===== src/rtl/mem_arb.sv =====
// Arbitrates fetch and load/store ports onto one single-port synchronous RAM with 1-cycle read latency.
// Optional macro MEM_ARB_RR_EN: round-robin on contested cycles; undefined gives fixed data-over-fetch priority.
module mem_arb #(
    parameter int ADDR_W = 32,
    parameter int DATA_W = 32
) (
    input  logic              clk,
    input  logic              rst,
    input  logic              if_req,
    input  logic [ADDR_W-1:0] if_addr,
    output logic              if_gnt,
    output logic              if_rvalid,
    output logic [DATA_W-1:0] if_rdata,
    input  logic              d_req,
    input  logic              d_we,
    input  logic [1:0]        d_size,
    input  logic [ADDR_W-1:0] d_addr,
    input  logic [DATA_W-1:0] d_wdata,
    output logic              d_gnt,
    output logic              d_rvalid,
    output logic [DATA_W-1:0] d_rdata,
    output logic              d_err,
    output logic              ram_en,
    output logic [3:0]        ram_we,
    output logic [ADDR_W-1:0] ram_addr,
    output logic [DATA_W-1:0] ram_wdata,
    input  logic [DATA_W-1:0] ram_rdata,
    output logic              stall
);

    typedef enum logic [1:0] {IDLE, RESP_IF, RESP_D, RESP_DERR} resp_e;

    localparam logic [ADDR_W-1:0] WORD_MASK = {{(ADDR_W-2){1'b1}}, 2'b00};

    resp_e      resp_q, resp_d;
    logic       d_load_q, d_load_d;
    logic       fetch_wins;
    logic       misaligned;
    logic       d_access;
    logic       d_store;
    logic [3:0] lane_base;

`ifdef MEM_ARB_RR_EN
    // rr_fetch_q = 1 means fetch wins the next contested cycle; only contested cycles move it.
    logic rr_fetch_q;

    assign fetch_wins = ~d_req | rr_fetch_q;

    always_ff @(posedge clk or negedge rst) begin
        if (!rst) begin
            rr_fetch_q <= 1'b1;
        end else if (if_req && d_req) begin
            rr_fetch_q <= ~rr_fetch_q;
        end
    end
`else
    assign fetch_wins = ~d_req;
`endif

    assign if_gnt = rst & if_req & fetch_wins;
    assign d_gnt  = rst & d_req & ~if_gnt;
    assign stall  = rst & d_req & ~d_gnt;

    always_comb begin
        misaligned = 1'b0;
        lane_base  = 4'b1111;
        case (d_size)
            2'b00: begin
                misaligned = 1'b0;
                lane_base  = 4'b0001;
            end
            2'b01: begin
                misaligned = d_addr[0];
                lane_base  = 4'b0011;
            end
            2'b10: begin
                misaligned = (d_addr[1:0] != 2'b00);
                lane_base  = 4'b1111;
            end
            default: begin
                misaligned = 1'b1;
                lane_base  = 4'b0000;
            end
        endcase
    end

    // Misaligned data accesses still take the grant but never reach the RAM.
    assign d_access = d_gnt & ~misaligned;
    assign d_store  = d_access & d_we;
    assign ram_en   = if_gnt | d_access;
    assign ram_we   = d_store ? (lane_base << d_addr[1:0]) : 4'b0000;

    always_comb begin
        ram_addr = '0;
        if (if_gnt) begin
            ram_addr = if_addr & WORD_MASK;
        end else if (d_access) begin
            ram_addr = d_addr & WORD_MASK;
        end
    end

    genvar gi;
    generate
        for (gi = 0; gi < 4; gi++) begin : g_lane
            logic [7:0] lane_data;
            always_comb begin
                case (d_size)
                    2'b00:   lane_data = d_wdata[7:0];
                    2'b01:   lane_data = d_wdata[8*(gi%2) +: 8];
                    default: lane_data = d_wdata[8*gi +: 8];
                endcase
            end
            assign ram_wdata[8*gi +: 8] = d_store ? lane_data : 8'h00;
        end
    endgenerate

    always_comb begin
        resp_d   = IDLE;
        d_load_d = d_gnt & ~d_we;
        if (if_gnt) begin
            resp_d = RESP_IF;
        end else if (d_gnt && misaligned) begin
            resp_d = RESP_DERR;
        end else if (d_gnt) begin
            resp_d = RESP_D;
        end
    end

    always_ff @(posedge clk or negedge rst) begin
        if (!rst) begin
            resp_q   <= IDLE;
            d_load_q <= 1'b0;
        end else begin
            resp_q   <= resp_d;
            d_load_q <= d_load_d;
        end
    end

    assign if_rvalid = (resp_q == RESP_IF);
    assign if_rdata  = if_rvalid ? ram_rdata : '0;
    assign d_rvalid  = (resp_q == RESP_D) || (resp_q == RESP_DERR);
    assign d_err     = (resp_q == RESP_DERR);
    assign d_rdata   = ((resp_q == RESP_D) && d_load_q) ? ram_rdata : '0;

endmodule


===== config.mk =====
export PLATFORM = sky130hd
export DESIGN_NAME = mem_arb
export DESIGN_NICKNAME = d
export VERILOG_FILES = /design/src/rtl/mem_arb.sv
export SDC_FILE = /design/constraint.sdc
export NUM_CORES = 1
export LEC_CHECK = 0
export CAP_MARGIN = 15
export CORE_AREA = 2 2 107 109
export CTS_CLUSTER_DIAMETER = 60
export DETAILED_ROUTE_END_ITERATION = 16
export DIE_AREA = 0 0 109 111
export HOLD_SLACK_MARGIN = 0.06
export PLACE_DENSITY_LB_ADDON = 0.1
export REMOVE_ABC_BUFFERS = 1
export SLEW_MARGIN = 15
export SYNTH_ARGS = -nofsm -noshare
export SYNTH_HDL_FRONTEND = slang
export SYNTH_SLANG_ARGS = --single-unit

===== constraint.sdc =====
create_clock -name clk -period 2.1 [get_ports clk]
set_input_delay 0.42 -clock clk [delete_from_list [all_inputs] [get_ports clk]]
set_output_delay 0.42 -clock clk [all_outputs]
set_load 0.01 [all_outputs]

==> flow_summary.ini <==
[power_and_ir_drop]
switchingPower_uw = 383
comb_power_share_pct = 69.9
leakage_power_nw = 2.54
pwr-share-clk_pct = 24.8
cellInternalPower_uw = 836
vdd_drop_max_v = 0.000224
switching_share_pct = 31.5
power-per-cell-area_nw_per_um2 = 238
share_seq_of_total_power_pct = 5.3

[clocking]
numCtsBuffers = 3
buffer_depth_of_the_longest_clock_path = 2
hold_buffers = 0
clock-sinks = 3
cts_tree = done
cts.reportedPaths.clkPinSlew_ns = 0.03
h-tree-depth = 1
clock-root-buffer = clkbuf_16

[die]
core_area_um2 = 11100
dieArea_um2 = 12100
floorplan.initialDensity_pct = 13.4
die_width_um = 109
io-pin-count = 274
fp-row-count = 39
chipHeight_um = 111

[global_routing]
overflow = 0
grt_usage_pct = 16.3
initial_antenna_violation_count = 0
largest_net_degree_at_the_start_of_global_routing = 25
via_count_of_the_first_global_routing_pass = 2852
grt_pass1_wl_mm = 15.5

[final_layout]
area.growth.synth_to_final_pct = 245
drive_above_1_share_pct = 34.2
final_common_cell = clkdlybuf4s50_1
nFillCells = 1115
cell_area_after_layout_um2 = 5130
nNetsFinal = 691
most_frequent_cells_in_the_layout = 129 x clkdlybuf4s50_1, 67 x dlygate4sd2_1, 65 x and2_1, 49 x buf_2, 42 x buf_4
multi_input_comb_area_um2 = 1610
num_antenna_cells = 0
instances_no_fill = 693
ff_latch_area_um2 = 75.1

[synth]
synth.lib_cells_used.distinct = 29
avgSynthCellArea_um2 = 6.28
synth.yosys.seq_area_share_pct = 5.05
synthesis.area_um2 = 1490
flip_flop_and_latch_count_after_synthesis = 3
synth.yosys.warnings = 0
syn_inst = 237

[routing]
detail_route.vias_per_cell = 4.27
drt_drc_violations_left = 0
drt_first_iter_violations = 90
met1_length_mm = 3.70
vias = 2961
detail_route.wirelength_mm = 11.1
wire_per_inst_um = 16.0
first_pass_iters = 4
highest-signal-layer = met4
route.antenna.remaining_nets = 0
met3RoutedLength_mm = 1.31
routed_wire_length_on_met2_mm = 5.97

[run_status]
status = finished, violations left
failed_checks = setup timing

[placement]
place.detailed.instances = 654
portBuffers = 268
hpwl_mm = 8.06
finalWeightedCongestion = 0.811
detailed_place.area_um2 = 4510

[min_path]
timing.hold.worst.class = in2async

[worst_setup_path]
arrival_ns = 1.88
crit_fanout = 6
timing.setup.critical_path_class = in2out
cp.required_ns = 1.68
kind_of_end_point_of_the_critical_path = output port
element_type_at_the_critical_path_start = input port

[sta]
hold_viol_final = 0
report.final.setup_viol = 67
layout_worst_path_cycle_share_pct = 110
grt_setup_unrepaired = true
period_minus_slack_ns = 2.30
fmax_mhz = 434
setup-tns-final_ns = -9.36
post-route-worst-setup-slack_ns = -0.205
slew_viol_final = 0

[job]
max_cap_viol_count = 0
==> power by group through the flow <==
stage / clock (mW) / combinational, mW / sequential [mW]
6_report: 0.303 / 0.852 / 0.0641
5_1_grt: 0.317 / 0.908 / 0.0643
4_1_cts: 0.306 / 0.801 / 0.0640
3_5_place_dp: 0 / 0.730 / 0.0643
3_3_place_gp: 0 / 0.727 / 0.0638
2_1_floorplan: 0 / 0.199 / 0.0640
==> cell type report <==
cell class / count / area share (%)
Multi-Input combinational cell: 207 / 31.4
Timing Repair Buffer: 332 / 61.6
Tap cell: 143 / 3.49
Clock buffer: 4 / 1.54
Sequential cell: 3 / 1.46
Inverter: 4 / 0.488
==> critical path, cell delays in order <==
cell       delay [ns]
buf_12           0.10
inv_8            0.03
ha_4             0.16
a211oi_4         0.27
buf_4            0.16
buf_6            0.09
o211ai_4         0.14
clkbuf_16        0.21
a31oi_1          0.12
buf_2            0.16
==> registers in the layout, indices dropped and copies added, names as in the netlist <==
register and flops:
d_load_q 1, resp_q 2
==> worst paths after layout <==
| kind | startpoint | to | slack, ns | depth (start not counted) |
|---|---|---|---|---|
| max in group asynchronous | rst | d_load_q$_DFF_PN0_ | 1.90 | 2 |
| min in group clk | d_req | resp_q[0]$_DFF_PN0_ | 0.65 | 3 |
| max | d_size[0] | ram_wdata[26] | -0.20 | 10 |
| min | rst | resp_q[0]$_DFF_PN0_ | 0.10 | 2 |
==> kinds of logic (layout without fill, tap and decap cells) <==
group	Yosys count	count (layout)	share of synthesized area (%)
fa+ha+maj	5	5	4.21
simple gates	136	136	48.8
compound gates	61	61	30.4
buf+inv	29	340	9.92
mux	2	2	1.43
flops	3	3	5.05
other cells	1	3	0.252
==> per-stage QoR <==
stage	setup slack (ns)	hold slack (ns)	utilization [%]	total power [mW]
after floorplan	-0.400	0.124	-	0.263
after global placement	-1.05	0.727	40.7	0.791
after detailed placement	-1.07	0.729	40.7	0.794
after CTS	-0.159	0.235	43.7	1.17
after global routing	-0.270	0.107	46.3	1.29
final	-0.205	0.105	46.3	1.22
==> per-layer routing <==
metal	up-vias	global-route usage, %
met1	1338	15.7
met4	0	2.56
met5	-	0
li1	1441	-
met3	10	6.17
met2	172	32.4
==> what timing repair did <==
action	4_1_cts	5_1_grt
buffers inserted	23	3
pin swaps	7	12
gates resized for setup	410	50
cloned	8	3
setup endpoints to repair	133	68
==> cell usage after synthesis <==
cell type   n  area [µm²]
a211oi_2    1        12.5
nand2_1    43         161
buf_6       2        22.5
a21oi_1    16        80.1
o32ai_1     1        8.76
buf_2       4        20.0
nor2b_1     1        6.26
dfrtp_1     3        75.1
or2_2       2        12.5
a31oi_1     8        50.1
a22o_1     30         263
and3_1      8        50.1
mux2_2      1        11.3
nor3_1      2        10.0
o21a_1      1        7.51
nor4_1      1        6.26
buf_1       1        3.75
ha_1        5        62.6
conb_1      1        3.75
clkbuf_1   13        48.8
o21ai_0     2        10.0
and2_1     65         407
nand2b_1    8        50.1
buf_4       5        37.5
a211oi_1    1        7.51
mux2i_1     1        10.0
nor2_1      6        22.5
inv_1       4        15.0
o211ai_2    1        12.5
Note: power is estimated with default switching activity, not from simulation.
